[src/rtl/seg_scan_pkg.sv]
// Shared glyph codes and the 4-bit to 7-segment decode
// used by the multiplexed display scan driver.
package seg_scan_pkg;

  localparam logic [3:0] GLYPH_BLANK = 4'd10;
  localparam logic [3:0] GLYPH_DASH  = 4'd11;
  localparam logic [3:0] GLYPH_A     = 4'd12;
  localparam logic [3:0] GLYPH_P     = 4'd13;
  localparam logic [3:0] GLYPH_E     = 4'd14;
  localparam logic [3:0] GLYPH_R     = 4'd15;

  // Active-high segments, bit order {G,F,E,D,C,B,A}
  function automatic logic [6:0] glyph_decode(
    input logic [3:0] code
  );
    logic [6:0] g;
    case (code)
      4'd0:        g = 7'h3F;
      4'd1:        g = 7'h06;
      4'd2:        g = 7'h5B;
      4'd3:        g = 7'h4F;
      4'd4:        g = 7'h66;
      4'd5:        g = 7'h6D;
      4'd6:        g = 7'h7D;
      4'd7:        g = 7'h07;
      4'd8:        g = 7'h7F;
      4'd9:        g = 7'h6F;
      GLYPH_BLANK: g = 7'h00;
      GLYPH_DASH:  g = 7'h40;
      GLYPH_A:     g = 7'h77;
      GLYPH_P:     g = 7'h73;
      GLYPH_E:     g = 7'h79;
      GLYPH_R:     g = 7'h50;
      default:     g = 7'h00;
    endcase
    return g;
  endfunction

endpackage

[src/rtl/seg_glyph_decode.sv]
// Combinational glyph decoder; polarity and DP are
// handled by the scan driver.
import seg_scan_pkg::*;

module seg_glyph_decode (
  input  logic [3:0] code,
  output logic [6:0] glyph
);

  assign glyph = glyph_decode(code);

endmodule

[src/rtl/seg_scan_driver.sv]
// Multiplexed N-digit 7-segment scan driver with dead-time,
// blink, leading-zero suppression and frame strobe.
import seg_scan_pkg::*;

module seg_scan_driver #(
  parameter int N_DIG          = 8,
  parameter int SCAN_TICKS     = 50000,
  parameter int BLANK_TICKS    = 500,
  parameter int BLINK_FRAMES   = 250,
  parameter bit SEL_ACTIVE_LOW = 1'b1,
  parameter bit SEG_ACTIVE_LOW = 1'b1
) (
  input  logic               sclk,
  input  logic               nrst,
  input  logic [4*N_DIG-1:0] digits,
  input  logic [N_DIG-1:0]   dp_en,
  input  logic [N_DIG-1:0]   blink_en,
  input  logic               lz_blank,
  input  logic               disp_en,
  output logic [N_DIG-1:0]   sel,
  output logic [7:0]         seg,
  output logic               frame_start
);

  localparam int CW =
    (SCAN_TICKS > 1) ? $clog2(SCAN_TICKS) : 1;
  localparam int IW =
    (N_DIG > 1) ? $clog2(N_DIG) : 1;
  localparam int FW =
    (BLINK_FRAMES > 1) ? $clog2(BLINK_FRAMES) : 1;

  localparam logic [CW-1:0] CNT_LAST  = CW'(SCAN_TICKS - 1);
  localparam logic [CW-1:0] CNT_BLANK = CW'(BLANK_TICKS);
  localparam logic [IW-1:0] IDX_LAST  = IW'(N_DIG - 1);
  localparam logic [FW-1:0] FRM_LAST  = FW'(BLINK_FRAMES - 1);

  localparam logic [N_DIG-1:0] SEL_OFF = {N_DIG{SEL_ACTIVE_LOW}};
  localparam logic [7:0]       SEG_OFF = {8{SEG_ACTIVE_LOW}};

  logic [CW-1:0]      cnt;
  logic [IW-1:0]      idx;
  logic [FW-1:0]      frm;
  logic               phase;

  logic [4*N_DIG-1:0] snap_dig;
  logic [N_DIG-1:0]   snap_dp;
  logic [N_DIG-1:0]   snap_blink;
  logic               snap_lz;

  logic               slot_end;
  logic               frame_end;
  logic               frame_go;

  logic [N_DIG-1:0]   supp;
  logic               run;
  logic [3:0]         cur_code;
  logic               cur_dp;
  logic               cur_blink;
  logic               cur_supp;
  logic [6:0]         cur_glyph;

  logic               lit;
  logic [N_DIG-1:0]   sel_on;
  logic [7:0]         seg_on;

  assign slot_end  = (cnt == CNT_LAST);
  assign frame_end = slot_end && (idx == IDX_LAST);
  assign frame_go  = (cnt == '0) && (idx == '0);

  always_ff @(posedge sclk or negedge nrst) begin
    if (!nrst) begin
      cnt   <= '0;
      idx   <= '0;
      frm   <= '0;
      phase <= 1'b0;
    end else begin
      cnt <= slot_end ? '0 : cnt + CW'(1);
      if (slot_end) begin
        idx <= (idx == IDX_LAST) ? '0 : idx + IW'(1);
      end
      if (frame_end) begin
        if (frm == FRM_LAST) begin
          frm   <= '0;
          phase <= ~phase;
        end else begin
          frm <= frm + FW'(1);
        end
      end
    end
  end

  always_ff @(posedge sclk or negedge nrst) begin
    if (!nrst) begin
      snap_dig   <= '0;
      snap_dp    <= '0;
      snap_blink <= '0;
      snap_lz    <= 1'b0;
    end else if (frame_go) begin
      snap_dig   <= digits;
      snap_dp    <= dp_en;
      snap_blink <= blink_en;
      snap_lz    <= lz_blank;
    end
  end

  // Suppression runs down from the top digit; any nonzero
  // code or DP stops it, and digit 0 always stays visible.
  always_comb begin
    supp = '0;
    run  = snap_lz;
    for (int i = N_DIG - 1; i > 0; i--) begin
      run = run
        && (snap_dig[4*i +: 4] == 4'd0)
        && !snap_dp[i];
      supp[i] = run;
    end
  end

  always_comb begin
    cur_code  = '0;
    cur_dp    = 1'b0;
    cur_blink = 1'b0;
    cur_supp  = 1'b0;
    for (int i = 0; i < N_DIG; i++) begin
      if (idx == IW'(i)) begin
        cur_code  = snap_dig[4*i +: 4];
        cur_dp    = snap_dp[i];
        cur_blink = snap_blink[i];
        cur_supp  = supp[i];
      end
    end
  end

  seg_glyph_decode u_glyph (
    .code  (cur_code),
    .glyph (cur_glyph)
  );

  always_comb begin
    lit = disp_en
      && (cnt >= CNT_BLANK)
      && !cur_supp
      && !(phase && cur_blink);
    sel_on = '0;
    seg_on = '0;
    if (lit) begin
      sel_on = N_DIG'(1) << idx;
      seg_on = {cur_dp, cur_glyph};
    end
  end

  always_ff @(posedge sclk or negedge nrst) begin
    if (!nrst) begin
      sel         <= SEL_OFF;
      seg         <= SEG_OFF;
      frame_start <= 1'b0;
    end else begin
      sel         <= sel_on ^ SEL_OFF;
      seg         <= seg_on ^ SEG_OFF;
      frame_start <= frame_go;
    end
  end

endmodule
[config.mk]
export PLATFORM = sky130hd
export DESIGN_NAME = seg_scan_driver
export DESIGN_NICKNAME = d
export VERILOG_FILES = /design/src/rtl/seg_scan_pkg.sv /design/src/rtl/seg_glyph_decode.sv /design/src/rtl/seg_scan_driver.sv
export SDC_FILE = /design/constraint.sdc
export NUM_CORES = 1
export LEC_CHECK = 0
export CAP_MARGIN = 20
export CORE_MARGIN = 3
export CORE_UTILIZATION = 25
export CTS_BUF_LIST = sky130_fd_sc_hd__clkbuf_2
export DETAILED_ROUTE_END_ITERATION = 6
export GPL_TIMING_DRIVEN = 0
export SYNTH_ARGS = -nofsm -noshare
export SYNTH_HDL_FRONTEND = slang
export SYNTH_SLANG_ARGS = --single-unit
export TNS_END_PERCENT = 1
[constraint.sdc]
create_clock -name sclk -period 4 [get_ports sclk]
set_clock_uncertainty 0.2 [all_clocks]
set_input_delay 1.2 -clock sclk [delete_from_list [all_inputs] [get_ports sclk]]
set_output_delay 1.2 -clock sclk [all_outputs]
set_load 0.05 [all_outputs]
Word level (Yosys, flattened, before mapping):

Memory sizes are Yosys's and may differ from the RTL's.
Index checks and enable logic that the tools add are counted.

* register bits: 94
* memory bits (read-only): 112
* output and inout port bits: 17
* logic and storage cells: 104
* memories kept: 1

* $add $sub $neg: 3
* order comparisons: 1
* equal/unequal tests: 9
* shift operators: 1
* mux-type cells: 36
* bitwise logic cells: 3
* reduce and logical (&&, ||, !) cells: 39

Memory list
* (no name shown): words 16, bits a word 7, read ports 1, clocked after Yosys merged registers in 0, wr ports 0, line seg_scan_pkg.sv:17 `case (code)`

Operator list (number)
* $mux 4: 8
* $logic_not 4->1: 7
* $mux 8: 3
* $mux 1: 23
* $logic_and 1x1->1: 20
* $add 16x1->16 const B: 1
* $eq 16x16->1 const B: 1
* $ge 16x9->1 const B: 1
* $logic_not 16->1: 1
* $mux 16: 1
* $not 8->8: 2
* $eq 3x3->1 const B: 4
* $logic_not 1->1: 9
* $add 8x1->8 const B: 1
* $eq 8x8->1 const B: 1
* $shl 1x3->8 const A: 1
* $eq 3x2->1 const B: 2
* $add 3x1->3 const B: 1
* $eq 3x1->1 const B: 1
* $logic_not 3->1: 1
* $mux 3: 1
* $reduce_and 2->1: 1
* $not 1->1: 1

Longest topological paths before layout:

* depth after elaboration: 27
* mapped depth: 16
* gate-level depth less buffers: 13

Hierarchy:

A second synthesis with hierarchy kept.

* cells, all modules: 448
* area, all modules: 4757.1 sq um

By module, submodules not included
* seg_scan_driver: times used 1, cells an instance 419, area each 4498.1 sq um, seq. area each 2372.3 sq um
* seg_glyph_decode: times used 1, cells an instance 29, area each 259.0 sq um, seq. area each 0.0 sq um

Worst setup path before layout:

OpenSTA, ideal clock, no wires.

* kind: reg2reg
* start point: reg idx[1]
* end point: reg seg[6]
* data arrival time: 2733 ps
* required time: 3714 ps
* setup slack: 980 ps
* stages on the path, launching flop included: 16
* buffers on the path: 3
* path through: dfrtp_1 inv_1 ha_1 clkbuf_1 clkbuf_1 clkbuf_1 nand2_1 o211ai_1 o211ai_1 a21oi_1 o22ai_1 o21ai_0 ha_1 inv_1 mux2_2 o221ai_1

* word-level cells in the longest chain between the ends: 14
* elaborated cells between the ends (all ways): 39
* those cells by class: eq/ne: 7; mux: 24; bitwise: 1; reduce/logical: 6; memory: 1

RTL lines
* start, declared: line seg_scan_driver.sv:41 `logic [IW-1:0] idx;`
* start signal, assigned: line seg_scan_driver.sv:79 `idx <= (idx == IDX_LAST) ? '0 : idx + IW'(1);`
* branches (longest 12 deep; another with $mem_v2 16x7)
* $mux 8 *: line seg_scan_driver.sv:146 `if (lit) begin`
* $not 8->8 (no line) *
* end signal, assigned: line seg_scan_driver.sv:159 `seg <= seg_on ^ SEG_OFF;`
* end, declared: line seg_scan_driver.sv:21 `output logic [7:0] seg,`

Every way passes the cells marked *.
A chain may end at the register's enable or synchronous reset.

Worst setup path in the final report:

* start point: reg idx[2]
* end point: reg seg[6]

Same word-level chain as after synthesis.

==> results.txt <==
- Result of the run: finished, final reports clean
* Startpoint of the most critical hold path: frm[6]
- For this run, the top clock speed supported by timing is 272.8 MHz.
- Clk_lat worst skew: 0.62 ns
* Fraction of the yosys area taken by sequential cells: 50.33%
- Instance count of the mapped netlist: 439
* Primary flip-flop cell chosen by synthesis mapping: dfrtp_1
* Global-route wire length before repair: 19.59 mm
- Counting along the longest clock path gives a buffer depth of 2.
* Vertical die dimension: 143.3 um
* Smallest hold slack: 0.2943 ns
- Dividing the detail-routed wire length by the instance count gives 16.16 um.
- Slowest cell on the critical path: dfrtp_1
* Peak VDD IR: 118.0 uV
- Number of detailed-route iterations in the first pass: 4
* Clock-pin slew reported for the worst setup and hold paths after clock tree synthesis: 0.27 ns
- Starting density of the core: 25.80%
- Synthesis instantiated 55 different standard cells from the library.
* Type of the most critical hold path: flop to flop
- Of the available clock period, the critical path in the final layout requires 91.66%.
- Synthesis inferred 94 register bits.
- Global routing finished with a remaining overflow of 0.
- Final setup fails: 0
* Number of global-route vias before repair: 3,804
- Across the run, the number of max-cap violations was 0.
- Final Critical Period: 3.666 ns
* Crit path largest cell delay: 0.50 ns
- Startpoint of the worst setup timing path: idx[2]
- Die X: 143.3 um
* Cell row count: 49
- Pwr per Cell Area: 283.0 nW/um^2
- Initial antenna violation count: 2
- Number of DRC markers in iteration 0: 369
- Syn nets: 505
* Clock tree from TritonCTS: yes
- Dividing the detail-routed via count by the number of cells gives 4.794.
- Routability congestion estimate: 0.8444
* R2r startpoint: idx[2]
- Share of the synthesized area in the top cell type: 41.41%
* Sinks on Clock Net: 94
* Largest net degree at the start of global routing: 51
* Most frequent standard cell in the layout excluding fill and tap cells: dfrtp_1
* Warning count from the yosys run: 0
- Core Box Area: 18,270 um^2
- Of the cells placed in the final design, the portion with a size suffix greater than 1 is 18.55%.
* Most area-consuming cells after synthesis: dfrtp_1, mux2_2, dfstp_2
- Most frequent cells in the layout: dfrtp_1, clkdlybuf4s50_1, mux2_2
- Relative slew slack: 42.69%
* Final #Nets: 585
- Number of input and output port buffers inserted: 68
- The biggest area contributor in the post-synthesis netlist is dfrtp_1.
* Final Hold Viols: 0
- Fin Setup TNS: 0 ns
- Post-synthesis to final-layout area growth: 24.29%
* Share of flip-flops with an asynchronous set or reset after synthesis: 100.0%
- Cell area after synthesis: 4713 um^2
- Once the clock tree was built, the setup fixing pass inserted 0 buffers.
- For the pin with the worst max-slew slack, the measured transition is 0.8531 ns.
* Startpoint type of the worst setup path: flop
- H-tree Lvls: 3
- CP arrival: 3.98 ns
* Die area: 20,540 um^2
* Worst Setup End Kind: flop
- In the global route stage, overall resource usage came out at 12.34%.
* Critical path required time: 4.31 ns
- Detail Placement HPWL: 9.353 mm
* Max Fanout on Critical Path: 10
- Sum of routed wire length over all layers: 12.18 mm
- I/O pin cnt: 69
- Synth Area per Inst: 10.74 um^2
- The routed layout has 3,615 vias.
- Unrepaired setup endpoints after global routing: false
- Number of nets with antenna violations after detailed routing: 0
- Clock buffers created by TritonCTS: 9
- Number of max-slew violations in the final report: 0
* DR DRC count: 0
- The cell sitting at the root of the clock tree is a clkbuf_2.
- Counting flops with a built-in enable in the synthesized netlist gives 0.
* Leakage: 2.339 nW
- Critical setup path kind: flop to flop
- The critical path goes through inv_1, clkbuf_1, ha_1, clkbuf_2, nand2_1, a221o_1, o21ai_0, o22ai_1, o21ai_0, ha_1, inv_1, mux2_2, o221ai_1.
-- flip-flops by register name, summed over array words and instances, names as in the netlist, 3 cells and up --
| register | cells |
|---|---|
| idx | 3 |
| sel | 8 |
| snap_blink | 8 |
| snap_dig | 32 |
| frm | 8 |
| cnt | 16 |
| seg | 8 |
| snap_dp | 8 |
-- layer usage --
metal | vias up | share of wire [%] | global-route usage [%]
met3 | 19 | 7.1 | 4.126
met4 | 0 | 2.8 | 5.203
met5 | - | 0 | 0
li1 | 1740 | - | -
met2 | 104 | 48 | 19.51
met1 | 1752 | 42 | 15.51
-- per-stage QoR --
stage	util (%)	worst slack, ns	area [um^2]	cells	total power (W)
after global placement	31.09	-1.844	5680	736	0.001141
after detailed placement	31.23	0.2406	5705	737	0.001148
after global routing	32.06	0.06033	5858	754	0.001743
after floorplan	-	0.9805	4713	439	0.001052
final	32.06	0.3337	5858	754	0.001658
after CTS	31.95	0.1233	5837	752	0.001685
-- cells in the mapped netlist, types with 4 or more instances --
master / number
o22ai_1: 4
mux2i_1: 6
dfrtp_1: 78
and3_1: 6
xnor2_1: 5
a21oi_1: 15
o31ai_1: 5
nor3_1: 7
xor2_1: 10
mux2_2: 45
o21ai_0: 25
buf_6: 4
ha_1: 14
nor2_1: 19
o211ai_1: 8
nand2_1: 41
inv_1: 20
or4_1: 8
dfstp_2: 16
nor2b_1: 8
nand3_1: 24
clkbuf_1: 17
-- worst paths after layout --
check / slack, ns / depth (start not counted) / to
worst max register to register: 0.33 / 13 / seg[6]
worst min register to register: 0.29 / 1 / frm[6]
min in group asynchronous: 0.35 / 1 / snap_dig[23]
worst min-delay path: 0.29 / 1 / frm[6]
worst max-delay path: 0.33 / 13 / seg[6]
max in group asynchronous: 2.53 / 2 / seg[2]
-- cell families after synthesis --
| logic type | count (synthesis) | share of synthesized area, % |
|---|---|---|
| DFF | 94 | 50.33 |
| adders and majority gates | 14 | 3.717 |
| AOI/OAI and AO/OA | 87 | 12.13 |
| and+or+nand+nor | 136 | 15.00 |
| xor gates and xnor gates | 15 | 2.787 |
| buffers and inverters | 42 | 4.008 |
| muxes | 51 | 12.03 |
-- critical path: cells and delay by family, from the launching register on --
| kind | cells | cell delay, ns |
|---|---|---|
| AOI/OAI and AO/OA | 5 | 1.00 |
| buffers and inverters | 4 | 0.89 |
| adders and majority gates | 2 | 0.60 |
| and+or+nand+nor | 1 | 0.10 |
| muxes | 1 | 0.27 |
| DFF | 1 | 0.50 |
-- layout make-up --
class / count / area [um^2]
fill: 1868 / 12410
sequential: 94 / 2372
multi-input combinational: 303 / 2165
timing repair buffer: 69 / 705.7
tap: 229 / 286.5
buffer: 22 / 117.6
clock inverter: 6 / 86.33
inverter: 20 / 75.07
clock buffer: 9 / 45.04
antenna: 2 / 5.005
-- power breakdown --
group          switching, W  leakage [nW]  internal, W
combinational     0.0000545          1.13    0.0000777
sequential        0.0000213          1.13     0.000978
clock              0.000323        0.0782     0.000203
-- what timing repair did --
action	CTS	global route
hold buffers	0	0
endpoints found under the setup margin	0	7
resized for setup	0	9
No activity file was read; power rests on OpenSTA's default activity.
